[src/rtl/follower_obstacles_if.sv]
// Bus between the scroll/VGA side and the obstacle field: move pulse, pixel
// and player coordinates in; pixel flag and crash status out.
interface follower_obstacles_if;
    logic       move_followers;
    logic [9:0] hpos;
    logic [9:0] vpos;
    logic [9:0] player_x;
    logic [9:0] player_y;
    logic       obstacle_on;
    logic       collision;
    logic [1:0] hit_slot;

    modport master (
        output move_followers, hpos, vpos, player_x, player_y,
        input  obstacle_on, collision, hit_slot
    );

    modport slave (
        input  move_followers, hpos, vpos, player_x, player_y,
        output obstacle_on, collision, hit_slot
    );
endinterface

[src/rtl/follower_obstacles.sv]
// Falling obstacle field: scrolls NUM_SLOTS boxes down on each move pulse,
// respawns them at the top with LFSR x positions, draws them and detects crashes.
module follower_obstacles #(
    parameter int         NUM_SLOTS     = 4,
    parameter int         MOVE_AMT      = 2,
    parameter int         SCREEN_HEIGHT = 480,
    parameter int         SCREEN_WIDTH  = 640,
    parameter int         OBS_W         = 32,
    parameter int         OBS_H         = 16,
    parameter int         SPAWN_GAP     = 120,
    parameter int         PLAYER_W      = 16,
    parameter int         PLAYER_H      = 16,
    parameter logic [9:0] LFSR_SEED     = 10'h2A5
) (
    input  logic                 clk,
    input  logic                 reset,
    follower_obstacles_if.slave  bus
);
    localparam logic [10:0] MOVE_WIDE     = 11'(MOVE_AMT);
    localparam logic [10:0] HEIGHT_WIDE   = 11'(SCREEN_HEIGHT);
    localparam logic [10:0] X_MAX_WIDE    = 11'(SCREEN_WIDTH - OBS_W);
    localparam logic [10:0] OBS_W_WIDE    = 11'(OBS_W);
    localparam logic [10:0] OBS_H_WIDE    = 11'(OBS_H);
    localparam logic [10:0] PLAYER_W_WIDE = 11'(PLAYER_W);
    localparam logic [10:0] PLAYER_H_WIDE = 11'(PLAYER_H);

    typedef enum logic {RUN, CRASHED} state_t;

    state_t               state, state_next;
    logic                 advance, latch_hit;

    logic [9:0]           slot_x  [NUM_SLOTS];
    logic [9:0]           slot_y  [NUM_SLOTS];
    logic [9:0]           lfsr;

    logic [10:0]          y_sum   [NUM_SLOTS];
    logic [9:0]           x_moved [NUM_SLOTS];
    logic [9:0]           y_moved [NUM_SLOTS];
    logic [9:0]           lfsr_walk;

    logic [NUM_SLOTS-1:0] pix_hit;
    logic [NUM_SLOTS-1:0] player_hit;
    logic                 hit_any;
    logic [1:0]           hit_idx;

    logic                 obstacle_on_q;
    logic [1:0]           hit_slot_q;

    function automatic logic [9:0] lfsr_step(input logic [9:0] r);
        return {r[8:0], r[9] ^ r[6]};
    endfunction

    // Values past the right edge fold back by 512 so every box stays on screen.
    function automatic logic [9:0] spawn_x(input logic [9:0] v);
        return ({1'b0, v} <= X_MAX_WIDE) ? v : v - 10'd512;
    endfunction

    // NOTE: state registers use non-blocking assignments so every flop samples
    // the pre-edge values, independent of process ordering in simulation.
    always_ff @(posedge clk) begin
        if (reset) state <= RUN;
        else       state <= state_next;
    end

    // NOTE: every always_comb output gets a default first; a path that leaves
    // one unassigned would infer a latch.
    always_comb begin
        state_next = state;
        advance    = 1'b0;
        latch_hit  = 1'b0;
        case (state)
            RUN: begin
                advance   = bus.move_followers;
                latch_hit = hit_any;
                if (hit_any) state_next = CRASHED;
            end
            CRASHED: state_next = CRASHED;
            default: state_next = RUN;
        endcase
    end

    // Respawning slots consume LFSR steps in ascending slot order.
    always_comb begin
        lfsr_walk = lfsr;
        for (int i = 0; i < NUM_SLOTS; i++) begin
            y_sum[i] = {1'b0, slot_y[i]} + MOVE_WIDE;
            if (y_sum[i] >= HEIGHT_WIDE) begin
                y_moved[i] = 10'(y_sum[i] - HEIGHT_WIDE);
                lfsr_walk  = lfsr_step(lfsr_walk);
                x_moved[i] = spawn_x(lfsr_walk);
            end else begin
                y_moved[i] = y_sum[i][9:0];
                x_moved[i] = slot_x[i];
            end
        end
    end

    always_comb begin
        for (int i = 0; i < NUM_SLOTS; i++) begin
            pix_hit[i] = ({1'b0, bus.hpos} >= {1'b0, slot_x[i]}) &&
                         ({1'b0, bus.hpos} <  {1'b0, slot_x[i]} + OBS_W_WIDE) &&
                         ({1'b0, bus.vpos} >= {1'b0, slot_y[i]}) &&
                         ({1'b0, bus.vpos} <  {1'b0, slot_y[i]} + OBS_H_WIDE);
            player_hit[i] = ({1'b0, bus.player_x} < {1'b0, slot_x[i]} + OBS_W_WIDE) &&
                            ({1'b0, slot_x[i]} < {1'b0, bus.player_x} + PLAYER_W_WIDE) &&
                            ({1'b0, bus.player_y} < {1'b0, slot_y[i]} + OBS_H_WIDE) &&
                            ({1'b0, slot_y[i]} < {1'b0, bus.player_y} + PLAYER_H_WIDE);
        end
    end

    always_comb begin
        hit_any = |player_hit;
        hit_idx = 2'd0;
        for (int i = NUM_SLOTS - 1; i >= 0; i--) begin
            if (player_hit[i]) hit_idx = 2'(i);
        end
    end

    // NOTE: slot positions are a handful of flops, not a RAM, so they are
    // reset explicitly to give a deterministic starting field.
    always_ff @(posedge clk) begin
        if (reset) begin
            for (int i = 0; i < NUM_SLOTS; i++) begin
                slot_y[i] <= 10'(i * SPAWN_GAP);
                slot_x[i] <= 10'(i * 160 + 64);
            end
            lfsr          <= LFSR_SEED;
            obstacle_on_q <= 1'b0;
            hit_slot_q    <= 2'd0;
        end else begin
            obstacle_on_q <= |pix_hit;
            if (advance) begin
                for (int i = 0; i < NUM_SLOTS; i++) begin
                    slot_y[i] <= y_moved[i];
                    slot_x[i] <= x_moved[i];
                end
                lfsr <= lfsr_walk;
            end
            if (latch_hit) hit_slot_q <= hit_idx;
        end
    end

    assign bus.obstacle_on = obstacle_on_q;
    assign bus.collision   = (state == CRASHED);
    assign bus.hit_slot    = hit_slot_q;
endmodule

[src/flat_wrapper.sv]
// flat-port wrapper written by rule: the top's interface ports become plain ports
module follower_obstacles_flat 
#(
    parameter int         NUM_SLOTS     = 4,
    parameter int         MOVE_AMT      = 2,
    parameter int         SCREEN_HEIGHT = 480,
    parameter int         SCREEN_WIDTH  = 640,
    parameter int         OBS_W         = 32,
    parameter int         OBS_H         = 16,
    parameter int         SPAWN_GAP     = 120,
    parameter int         PLAYER_W      = 16,
    parameter int         PLAYER_H      = 16,
    parameter logic [9:0] LFSR_SEED     = 10'h2A5
)
  (clk, reset, bus_move_followers, bus_hpos, bus_vpos, bus_player_x, bus_player_y, bus_obstacle_on, bus_collision, bus_hit_slot);
  follower_obstacles_if bus_i ();
  input  logic clk;
  input  logic reset;
  input wire logic [$bits(bus_i.move_followers)-1:0] bus_move_followers;
  input wire logic [$bits(bus_i.hpos)-1:0] bus_hpos;
  input wire logic [$bits(bus_i.vpos)-1:0] bus_vpos;
  input wire logic [$bits(bus_i.player_x)-1:0] bus_player_x;
  input wire logic [$bits(bus_i.player_y)-1:0] bus_player_y;
  output wire logic [$bits(bus_i.obstacle_on)-1:0] bus_obstacle_on;
  output wire logic [$bits(bus_i.collision)-1:0] bus_collision;
  output wire logic [$bits(bus_i.hit_slot)-1:0] bus_hit_slot;
  assign bus_i.move_followers = bus_move_followers;
  assign bus_i.hpos = bus_hpos;
  assign bus_i.vpos = bus_vpos;
  assign bus_i.player_x = bus_player_x;
  assign bus_i.player_y = bus_player_y;
  assign bus_obstacle_on = bus_i.obstacle_on;
  assign bus_collision = bus_i.collision;
  assign bus_hit_slot = bus_i.hit_slot;
  follower_obstacles #(.NUM_SLOTS(NUM_SLOTS), .MOVE_AMT(MOVE_AMT), .SCREEN_HEIGHT(SCREEN_HEIGHT), .SCREEN_WIDTH(SCREEN_WIDTH), .OBS_W(OBS_W), .OBS_H(OBS_H), .SPAWN_GAP(SPAWN_GAP), .PLAYER_W(PLAYER_W), .PLAYER_H(PLAYER_H), .LFSR_SEED(LFSR_SEED)) u_core (.clk(clk), .reset(reset), .bus(bus_i));
endmodule
[config.mk]
export PLATFORM = sky130hd
export DESIGN_NAME = follower_obstacles_flat
export DESIGN_NICKNAME = d
export VERILOG_FILES = /design/src/rtl/follower_obstacles_if.sv /design/src/rtl/follower_obstacles.sv /design/src/flat_wrapper.sv
export SDC_FILE = /design/constraint.sdc
export NUM_CORES = 1
export LEC_CHECK = 0
export ABC_AREA = 0
export CORE_MARGIN = 2
export CORE_UTILIZATION = 40
export CTS_CLUSTER_SIZE = 20
export DETAILED_ROUTE_END_ITERATION = 10
export GPL_TIMING_DRIVEN = 0
export PLACE_DENSITY = 0.68
export SYNTH_ARGS = -nofsm -noshare
export SYNTH_HDL_FRONTEND = slang
export SYNTH_SLANG_ARGS = --single-unit
[constraint.sdc]
create_clock -name clk -period 4 [get_ports clk]
set_input_delay 0.6 -clock clk [delete_from_list [all_inputs] [get_ports clk]]
set_output_delay 0.6 -clock clk [all_outputs]
set_load 0.02 [all_outputs]
# After elaboration in Yosys (flattened, before gate mapping)
# Memory sizes are Yosys's and may differ from the RTL's.
# Cells that the tools add are included.
# W data, S select, Z words.
[totals]
regBits = 14
latch_bits = 0
mem_bits_rw = 80
mem_bits_ro = 0
inputBits = 43
output_inout_bits = 4
n_memories = 2
[classes]
addsub = 22
multipliers = 0
div = 0
n_lt_le_gt_ge = 40
eq_ne = 0
shifts = 0
mux = 37
n_bitwise = 13
n_reduce_logical = 26
[mem_list]
columns = ["name", "depth", "word_bits", "read_ports", "rd_clocked_by_memory_dff", "write_ports", "line", "text"]
rows = [
  ["u_core.slot_x", 4, 10, 4, 0, 4, "follower_obstacles.sv:32", "logic [9:0] slot_x [NUM_SLOTS];"],
  ["u_core.slot_y", 4, 10, 4, 0, 4, "follower_obstacles.sv:33", "logic [9:0] slot_y [NUM_SLOTS];"],
]
[op_table]
columns = ["op", "count"]
rows = [
  ["$lt A10 B11 Y1", 24],
  ["$mux W10", 24],
  ["$ge A10 B10 Y1", 8],
  ["$add A10 B5 Y11 const B", 6],
  ["$add A10 B2 Y11 const B", 4],
  ["$add A10 B6 Y11 const B", 4],
  ["$ge A11 B9 Y1 const B", 4],
  ["$le A10 B10 Y1 const B", 4],
  ["$sub A10 B10 Y10 const B", 4],
  ["$sub A10 B9 Y10 const B", 4],
  ["$logic_and A1 B1 Y1", 24],
  ["$mux W1", 8],
  ["$mux W2", 4],
  ["$or A1 B1 Y1", 8],
  ["$reduce_or A4 Y1", 2],
  ["$xor A1 B1 Y1", 4],
  ["$pmux W1 S2", 1],
  ["$not A1 Y1", 1],
]

# Longest topological paths before layout
[logic_depth]
word_depth = 12
mapped_depth = 16
depth_no_buf = 14

# Worst setup path before layout
# Ideal clock, no wire load.
[synth_timing]
kind = "register to register"
startpoint = "memory u_core.slot_y[0][1]"
endpoint = "memory u_core.slot_x[3][9] (netlist: u_core.slot_x[0][39]), data pin"
arrival_time_ns = 3.390
required_time_ns = 3.724
path_slack_ns = 0.334
stages_incl_launch_ff = 16
path_cell_list = "edfxtp_1 > ha_1 > nand3_1 > xnor2_1 > inv_1 > ha_1 > and3_1 > and3_1 > or3_1 > buf_6 > nor2_8 > mux2i_1 > a211oi_2 > or3_4 > nand4_1 > a22oi_1"
[synth_lines]
columns = ["item", "line"]
rows = [
  ["start, declared", "follower_obstacles.sv:33"],
  ["end, declared", "follower_obstacles.sv:32"],
]

==> reports/qor.csv <==
metric,value,unit
residual DRC count,0,
Placer Congestion,0.950,
clk_skew,0.0144,ns
synth warn,0,
LEAKAGE,5.81,nW
router iterations before antenna repair,5,
CP max FO,8,
Area contributors post-synth,"ha_1 30%, edfxtp_1 19%, xnor2_1 4.8%, a21oi_1 3.5%, inv_1 3.4%",
Reg2Reg Depth,15,
"Avg Cell Area, Syn",8.95,um2
CTS tree,built,
post-route cell area,13200,um2
outcome,completed,
WP buf/inv,2,
initial antenna violation count,0,
Nets,1707,
Worst EP required,4.07,ns
row count,62,
drt total wl,35.7,mm
root buffer cell,clkbuf_16,
Syn Nets,1643,
CP Cell Sequence,"ha_2, nand3_1, xnor2_2, inv_1, ha_1, and3_1, and3_1, or3_1, buf_6, nor2_8, mux2i_1, a211oi_2, or3_4, nand4_1, a22oi_1",
dpl cell area,12800,um2
"Clk pin slew, worst setup/hold paths",0.08,ns
area delta synth->final,11.7,%
max incr delay on CP,0.40,ns
diodes inserted,0,
Worst VDD drop,0.262,mV
clock buffer depth,2,
fin crit period,3.85,ns
"Seq/Total Area, Yosys",21.7,%
Post-DRT Antenna Nets,0,
die area,30900,um2
top-area cell type share of the netlist area,29.9,%
WP data arrival,3.91,ns
Fin Hold WS,0.585,ns
crit share post-route,96.2,%
ys flop type,edfxtp_1,
critical path class,flop to flop,
final hold violations,0,
largest net degree at the start of global routing,38,
Rel. slew slack,38.4,%
chip height,176,um
Die Width,176,um
Detail Placement HPWL,28.6,mm
gate family responsible for the most delay along the worst path,simple AND/OR/NAND/NOR gates,
vias in the first global route,10200,
fraction of layout cells with a size suffix above 1,6.42,%
pwr dens,396,nW/um2
number of synthesized flops with an enable pin,76,
"commonest non-fill, non-tap cell in the layout",ha_1,
TritonCTS Buffers,9,
Syn Inst Count,1318,
Max-Cap Viols,0,
PortBufs,45,
clock sink total,90,
fmax,260,MHz
hold_buf cts,0,
first-pass GRT wire length,55.6,mm
Finish-stage setup viols,0,
post-synth top area cell,ha_1,
vias per cell,5.90,
H-Tree Depth,3,
wire per inst,20.1,um
GRT Residual Overflow,0,
hold depth,1,
critical path launch point type,flop,
vias after detailed routing,10500,
Total GRT Usage,23.3,%
Initial Utilization,40.9,%
Worst path most repeated cell,and3_1,
register bit total from synthesis,90,
Post-Route Utilization,45.7,%
Core ar.,28900,um2
most frequent cells in the layout,"280 x ha_1, 106 x inv_1, 82 x a21oi_1, 80 x nor2_1, 76 x edfxtp_1",
ys async rst share,0,%
CP max stage cell,or3_4,
"Cell Area, Synth",11800,um2
IO Count,47,
Netlist cell types,87,
Hold Crit Class,flop to flop,
worst-skew pair later-pin latency,0.37,ns
fin. max-slew vios,0,
Levels on crit path,15,
crit end category,flop,
Initial DRC Count,724,
Least-Margin Pin Slew,0.923,ns
[state kept, by name, summed over array words and instances, names as in the netlist]
register and count:
u_core.lfsr 10, u_core.bus.obstacle_on 1, u_core.bus.collision 1, u_core.slot_y 36, u_core.slot_x 40, u_core.bus.hit_slot 2
[final timing paths]
| check | from | to | slack [ns] |
|---|---|---|---|
| worst max-delay path | u_core.slot_y[0][1]$_SDFFCE_PN0P_ | u_core.slot_x[0][39]$_SDFFCE_PN1P_ | 0.15 |
| worst min-delay path | u_core.lfsr[5]$_SDFFE_PP1P_ | u_core.lfsr[5]$_SDFFE_PP1P_ | 0.59 |
| worst min register to register | u_core.lfsr[5]$_SDFFE_PP1P_ | u_core.lfsr[5]$_SDFFE_PP1P_ | 0.59 |
| worst max register to register | u_core.slot_y[0][1]$_SDFFCE_PN0P_ | u_core.slot_x[0][39]$_SDFFCE_PN1P_ | 0.15 |
[kinds of logic (layout without fill, tap and decap cells)]
group | Yosys count | count (layout) | share of synthesized area (%)
and+or+nand+nor | 364 | 364 | 16.3
AOI/OAI and AO/OA | 350 | 350 | 20.0
adders and majority gates | 282 | 282 | 29.9
buffers and inverters | 138 | 207 | 4.59
DFF | 90 | 90 | 21.7
xor gates and xnor gates | 74 | 74 | 5.65
muxes | 20 | 20 | 1.91
[repair_timing]
action / in CTS / in global routing
resized for setup: 7 / 16
gates cloned: 0 / 0
hold endpoints to repair: 0 / 0
pin swaps: 0 / 1
setup buffers: 3 / 2
setup endpoints to repair: 12 / 22
[per-stage QoR]
stage / power (mW) / instances / setup WS (ns) / setup TNS [ns]
3_3_place_gp: 4.15 / 1747 / -0.352 / -7.39
2_1_floorplan: 3.36 / 1318 / 0.334 / 0
5_1_grt: 5.59 / 1771 / -0.000992 / -0.000992
4_1_cts: 5.14 / 1769 / 0.0186 / 0
6_report: 5.22 / 1771 / 0.154 / 0
3_5_place_dp: 4.22 / 1750 / -0.229 / -1.43
[power by group]
part	internal [mW]	switching, mW	total [mW]
clock network	0.492	0.410	0.901
logic	1.18	1.70	2.88
registers	1.22	0.220	1.44
total	2.89	2.33	5.22
[cell usage after synthesis, drive strengths merged (14+ instances only)]
master  number
a21oi       85
nand2b      23
dfxtp       14
nand2       73
a211oi      14
o21ai       79
a21o        27
nor2        82
ha         282
xnor2       65
inv        108
clkbuf      20
o21a        47
edfxtp      76
nor3        28
nor2b       23
and3        22
nand3       55
[cell type report]
type                    instances  area [um2]
clock buffers                  10         229
fillers                      2810       15700
clock inverters                 6        72.6
well taps                     384         480
flip-flops and latches         90        2560
multi-input cells            1090        8770
plain buffers                  29         138
repair buffers                 53         510
inverters                     109         413
[layer usage]
metal | track usage, % | wire, um
met3 | 3.64 | 2420
met4 | 9.88 | 1260
met1 | 30.8 | 15900
met2 | 37.6 | 16100
met5 | 0 | 0
(Power assumes the default switching activity.)
